**src/rtl/btn_debouncer_pkg.sv**
```systemverilog
// Shared definitions for the push-button front end: channel count,
// default debounce length, button index constants and counter sizing.
package btn_debouncer_pkg;

    localparam int N_BTN               = 5;
    localparam int DEBOUNCE_CYCLES_DEF = 1000000;  // 20 ms at 50 MHz

    // Button positions within btn[4:0]; the cpu indexes with the same values.
    typedef enum int {
        BTN_UP     = 0,
        BTN_DOWN   = 1,
        BTN_LEFT   = 2,
        BTN_RIGHT  = 3,
        BTN_CENTER = 4
    } btn_idx_e;

    // Counter width able to hold DEBOUNCE_CYCLES-1 (sized on cycles+1 for margin).
    function automatic int cnt_width(input int cycles);
        return $clog2(cycles + 1);
    endfunction

endpackage

```
**src/rtl/btn_debouncer_if.sv**
```systemverilog
// Button bundle between the board/cpu side (master) and the debouncer (slave).
interface btn_debouncer_if
    import btn_debouncer_pkg::*;
#(
    parameter int N = N_BTN
);
    logic [N-1:0] btn_raw;
    logic [N-1:0] btn_ack;
    logic [N-1:0] btn_level;
    logic [N-1:0] btn_press;
    logic [N-1:0] btn_release;
    logic [N-1:0] btn_event;

    modport master (
        output btn_raw,
        output btn_ack,
        input  btn_level,
        input  btn_press,
        input  btn_release,
        input  btn_event
    );

    modport slave (
        input  btn_raw,
        input  btn_ack,
        output btn_level,
        output btn_press,
        output btn_release,
        output btn_event
    );
endinterface

```
**src/rtl/btn_debouncer_channel.sv**
```systemverilog
// One button channel: 2-flop synchronizer, restartable debounce counter,
// debounced level, registered press/release strobes and sticky press flag.
module debounce_channel
    import btn_debouncer_pkg::*;
#(
    parameter int DEBOUNCE_CYCLES = DEBOUNCE_CYCLES_DEF
) (
    input  logic clk,
    input  logic rst,
    input  logic raw_i,
    input  logic ack_i,
    output logic level_o,
    output logic press_o,
    output logic release_o,
    output logic event_o
);
    localparam int              CNT_W    = cnt_width(DEBOUNCE_CYCLES);
    localparam logic [CNT_W-1:0] CNT_LAST = CNT_W'(DEBOUNCE_CYCLES - 1);

    logic             s1_q, s2_q;
    logic [CNT_W-1:0] cnt_q, cnt_d;
    logic             level_q, level_d;
    logic             press_q, press_d;
    logic             release_q, release_d;
    logic             event_q, event_d;
    logic             differs;
    logic             at_last;

    // Next-state: count while the synchronized input disagrees with the level;
    // the compare against CNT_LAST is what stops the counter, so it never wraps.
    always_comb begin
        differs   = s2_q ^ level_q;
        at_last   = (cnt_q == CNT_LAST);
        cnt_d     = '0;
        level_d   = level_q;
        if (differs) begin
            if (at_last) begin
                level_d = s2_q;
            end else begin
                cnt_d = cnt_q + 1'b1;
            end
        end
        press_d   = differs &  s2_q & at_last;
        release_d = differs & ~s2_q & at_last;
        // A new press beats a simultaneous ack.
        event_d   = (event_q & ~ack_i) | press_d;
    end

    // State registers; reset clears everything immediately, no clock needed.
    always_ff @(posedge clk or posedge rst) begin
        if (rst) begin
            s1_q      <= 1'b0;
            s2_q      <= 1'b0;
            cnt_q     <= '0;
            level_q   <= 1'b0;
            press_q   <= 1'b0;
            release_q <= 1'b0;
            event_q   <= 1'b0;
        end else begin
            s1_q      <= raw_i;
            s2_q      <= s1_q;
            cnt_q     <= cnt_d;
            level_q   <= level_d;
            press_q   <= press_d;
            release_q <= release_d;
            event_q   <= event_d;
        end
    end

    assign level_o   = level_q;
    assign press_o   = press_q;
    assign release_o = release_q;
    assign event_o   = event_q;

endmodule

```
**src/rtl/btn_debouncer.sv**
```systemverilog
// Board push-button conditioning: N_BTN independent debounce channels.
module btn_debouncer
    import btn_debouncer_pkg::*;
#(
    parameter int DEBOUNCE_CYCLES = DEBOUNCE_CYCLES_DEF
) (
    input  logic         clk,
    input  logic         rst,
    btn_debouncer_if.slave bus
);
    logic [N_BTN-1:0] level_w;
    logic [N_BTN-1:0] press_w;
    logic [N_BTN-1:0] release_w;
    logic [N_BTN-1:0] event_w;

    for (genvar gi = 0; gi < N_BTN; gi++) begin : g_chan
        debounce_channel #(
            .DEBOUNCE_CYCLES(DEBOUNCE_CYCLES)
        ) u_chan (
            .clk      (clk),
            .rst      (rst),
            .raw_i    (bus.btn_raw[gi]),
            .ack_i    (bus.btn_ack[gi]),
            .level_o  (level_w[gi]),
            .press_o  (press_w[gi]),
            .release_o(release_w[gi]),
            .event_o  (event_w[gi])
        );
    end

    assign bus.btn_level   = level_w;
    assign bus.btn_press   = press_w;
    assign bus.btn_release = release_w;
    assign bus.btn_event   = event_w;

endmodule

```
**src/flat_wrapper.sv**
```systemverilog
// flat-port wrapper written by rule: the top's interface ports become plain ports
module btn_debouncer_flat import btn_debouncer_pkg::*;
#(
    parameter int DEBOUNCE_CYCLES = DEBOUNCE_CYCLES_DEF
)
  (clk, rst, bus_btn_raw, bus_btn_ack, bus_btn_level, bus_btn_press, bus_btn_release, bus_btn_event);
  btn_debouncer_if bus_i ();
  input  logic clk;
  input  logic rst;
  input wire logic [$bits(bus_i.btn_raw)-1:0] bus_btn_raw;
  input wire logic [$bits(bus_i.btn_ack)-1:0] bus_btn_ack;
  output wire logic [$bits(bus_i.btn_level)-1:0] bus_btn_level;
  output wire logic [$bits(bus_i.btn_press)-1:0] bus_btn_press;
  output wire logic [$bits(bus_i.btn_release)-1:0] bus_btn_release;
  output wire logic [$bits(bus_i.btn_event)-1:0] bus_btn_event;
  assign bus_i.btn_raw = bus_btn_raw;
  assign bus_i.btn_ack = bus_btn_ack;
  assign bus_btn_level = bus_i.btn_level;
  assign bus_btn_press = bus_i.btn_press;
  assign bus_btn_release = bus_i.btn_release;
  assign bus_btn_event = bus_i.btn_event;
  btn_debouncer #(.DEBOUNCE_CYCLES(DEBOUNCE_CYCLES)) u_core (.clk(clk), .rst(rst), .bus(bus_i));
endmodule
```
**config.mk**
```make
export PLATFORM = sky130hd
export DESIGN_NAME = btn_debouncer_flat
export DESIGN_NICKNAME = d
export VERILOG_FILES = /design/src/rtl/btn_debouncer_pkg.sv /design/src/rtl/btn_debouncer_if.sv /design/src/rtl/btn_debouncer_channel.sv /design/src/rtl/btn_debouncer.sv /design/src/flat_wrapper.sv
export SDC_FILE = /design/constraint.sdc
export NUM_CORES = 1
export LEC_CHECK = 0
export CAP_MARGIN = 30
export CORE_MARGIN = 2
export CORE_UTILIZATION = 40
export CTS_CLUSTER_DIAMETER = 100
export CTS_CLUSTER_SIZE = 14
export DETAILED_ROUTE_END_ITERATION = 8
export SYNTH_ARGS = -nofsm -noshare
export SYNTH_HDL_FRONTEND = slang
export SYNTH_SLANG_ARGS = --single-unit
```
**constraint.sdc**
```tcl
create_clock -name clk -period 4.5 [get_ports clk]
set_input_delay 0.9 -clock clk [delete_from_list [all_inputs] [get_ports clk]]
set_output_delay 0.9 -clock clk [all_outputs]
set_load 0.01 [all_outputs]
```
==> flow_summary.toml <==
[yosys]
synth_cell_types = 39
synth_cells = 631
synth_area_leader_cell = "dfrtp_1"
yosys-top-cells-count = "dfrtp_1, nor2_1, xnor2_1, inv_1, nand3_1"
synth_top_area_share_pct = 51.3
seq_area_frac_synth_pct = 51.3
ys.flop_type = "dfrtp_1"
yosys_warnings = 0
async_reset_ff_share_pct = 100
yosysMostFrequentCell = "dfrtp_1"
synth_edf_count = 0
synthTopCellsByArea = "dfrtp_1, xnor2_1, nor2_1"
syn_area_sq_um = 6340
syn_area_per_cell_sq_um = 10.1
synth.ff_latch_count = 130
synth.net_count = 658

[min_path]
hold_class = "reg2reg"
hold_start = "u_core.g_chan[0].u_chan.s1_q$_DFF_PP0_"
hold_path_depth = 0
hold_end = "u_core.g_chan[0].u_chan.s2_q$_DFF_PP0_"

[timing]
period_minus_slack_ns = 2.43
setup_tns_ns = 0
relSlewSlack_pct = 49.7
finClkSkew_ns = 0.00666
slew_violations = 0
clock.fmax_mhz = 411
tightestPinTransition_ns = 0.753
hold_viol = 0
setup_viol = 0
whs_ns = 0.349
rsz0062_at_grt = "false"
post-route-period-util_pct = 54.1

[setup_path]
critical_path.top_delay_family = "simple AND/OR/NAND/NOR gates"
critPathLaunchType = "flop"
path_buf_inv = 1
reg2reg_depth = 5
cp_slowest_cell = "o21bai_1"
cp_cell_sequence = "nand3_1 -> or4_1 -> o21bai_1 -> buf_4 -> nor2_1"
criticalPathCategory = "reg2reg"
setup.worst_path.end_class = "flop"
cp.arrival_ns = 2.73
max_stage_delay_ns = 0.63
cp_max_fo = 11
worst-path-stages = 5
reg2reg_to = "u_core.g_chan[0].u_chan.cnt_q[4]$_DFF_PP0_"
rr_startpoint = "u_core.g_chan[0].u_chan.cnt_q[3]$_DFF_PP0_"
reg2reg_slack_ns = 2.07
cp.required_ns = 4.79

[final_layout]
stdcell_count = 879
num_antenna_cells = 0
utilization_pct = 46.7
layout-drive-gt1-share_pct = 6.49
syn2layout_area_growth_pct = 15.6
filler_cell_count = 1463
nets = 679

[drt]
drc = 0
wl_mm = 11.8
drt_iter0_drc = 326
avgRoutedWirePerCell_microns = 13.5
firstDrtPassIters = 5
viasPerCell = 5.14
ant_nets = 0
vias = 4515

[floorplanning]
floorplan.die_area_sq_um = 16900
die_y_microns = 130
start_util_pct = 40.4
fp.dieW_microns = 130
rows = 46
boundaryPins = 32
core_sq_um = 15700

[power_and_ir_drop]
leakagePower_nw = 2.92
vdd_drop_max_mv = 0.254
powerDensity_nw_per_um2 = 353

[clock_network]
cts_buffer_depth = 2
clkLatencyLatePin_ns = 0.41
cts_hold_buffers = 0
path_clk_slew_ns = 0.05
root_buffer = "clkbuf_16"
post_cts_buffers = 0
cts_resized = 0
h-tree-depth = 4
cts_made_buffers = 17
cts_tree = "built"
cts.sinks = 130

[run_status]
outcome = "finished clean"

[placed_design]
place_congestion = 0.854
port_buffers = 31
place_hpwl_mm = 8.05
place_inst = 848

[grt]
grt_usage_pct = 15.1
overflow = 0
grt_max_degree = 75
grt_pass1_vias = 4494
antenna_found_initial = 0
grt_pass1_wl_mm = 20.4

[job]
maxCapViolCount = 0
## final cells by class
type / instances / area, sq um / area share, %
multi-input cells: 432 / 2740 / 37.3
repair buffers: 35 / 373 / 5.08
clock buffers: 24 / 482 / 6.57
inverters: 36 / 138 / 1.88
well taps: 216 / 270 / 3.68
flip-flops and latches: 130 / 3250 / 44.4
clock inverters: 6 / 80.1 / 1.09
## power breakdown
part | switching [mW] | leakage, nW | internal, mW
sequential | 0.0150 | 1.78 | 1.19
combinational | 0.0531 | 0.863 | 0.0305
clock | 0.459 | 0.280 | 0.848
total | 0.527 | 2.92 | 2.06
## worst max path at each step
stage	start	slack, ns	end
floorplan	rst	0.13	u_core.g_chan[0].u_chan.cnt_q[0]$_DFF_PP0_
global placement	u_core.g_chan[0].u_chan.cnt_q[0]$_DFF_PP0_	2.13	u_core.g_chan[0].u_chan.cnt_q[6]$_DFF_PP0_
detailed placement	u_core.g_chan[0].u_chan.cnt_q[0]$_DFF_PP0_	2.04	u_core.g_chan[0].u_chan.cnt_q[4]$_DFF_PP0_
CTS	u_core.g_chan[0].u_chan.cnt_q[0]$_DFF_PP0_	2.02	u_core.g_chan[0].u_chan.cnt_q[4]$_DFF_PP0_
global route	u_core.g_chan[0].u_chan.cnt_q[0]$_DFF_PP0_	1.83	u_core.g_chan[0].u_chan.cnt_q[4]$_DFF_PP0_
finish	u_core.g_chan[0].u_chan.cnt_q[3]$_DFF_PP0_	2.07	u_core.g_chan[0].u_chan.cnt_q[4]$_DFF_PP0_
## layout by cell type (no fill, tap or decap), drive strengths merged, types with 4 or more instances in the layout
| cell | instances |
|---|---|
| xor2 | 14 |
| and4 | 8 |
| dfrtp | 130 |
| clkinv | 4 |
| or3 | 15 |
| o21bai | 5 |
| nor3 | 20 |
| nand3 | 36 |
| o31ai | 11 |
| nor4b | 7 |
| buf | 4 |
| a21oi | 24 |
| a22o | 5 |
| nand4 | 26 |
| nand2 | 24 |
| or2 | 4 |
| o21ai | 11 |
| nor2 | 97 |
| xnor2 | 52 |
| or4 | 18 |
| and3 | 4 |
| or3b | 4 |
| clkdlybuf4s50 | 31 |
| mux2i | 5 |
| nor4 | 12 |
| inv | 36 |
| ha | 15 |
| clkbuf | 24 |
| and2 | 11 |
## routing by layer
layer	up-vias	share of wire, %	track usage [%]
li1	2214	-	-
met1	2208	46	18.9
met2	81	49	25.3
met3	12	4.1	4.76
met4	0	1.2	4.24
met5	-	0	0
## registers in the layout (all words and copies together) (netlist names)
name and flops:
u_core.g_chan.u_chan.s1_q 5, u_core.g_chan.u_chan.release_o 5, u_core.g_chan.u_chan.s2_q 5, u_core.g_chan.u_chan.level_o 5
u_core.g_chan.u_chan.event_o 5, u_core.g_chan.u_chan.press_o 5, u_core.g_chan.u_chan.cnt_q 100
## cell families after synthesis
kind of cell | after synthesis | synth area share, %
simple gates | 288 | 24.2
buf+inv | 69 | 5.54
xor+xnor | 66 | 9.11
compound gates | 58 | 6.15
mux | 5 | 0.789
flops | 130 | 51.3
fa+ha+maj | 15 | 2.96
## worst reg2reg max path: stages (launching register included)
cell      delay [ns]
dfrtp_1         0.45
nand3_1         0.27
or4_1           0.62
o21bai_1        0.63
buf_4           0.29
nor2_1          0.07
## stage by stage
| step | setup slack, ns | power (mW) | cell area [sq um] |
|---|---|---|---|
| 3_3_place_gp | 2.13 | 1.30 | 6750 |
| 2_1_floorplan | 0.131 | 1.27 | 6340 |
| 3_5_place_dp | 2.04 | 1.30 | 6750 |
| 6_report | 2.07 | 2.59 | 7330 |
| 5_1_grt | 1.83 | 2.69 | 7330 |
| 4_1_cts | 2.02 | 2.63 | 7310 |
Note: power is estimated with default switching activity, not from simulation.
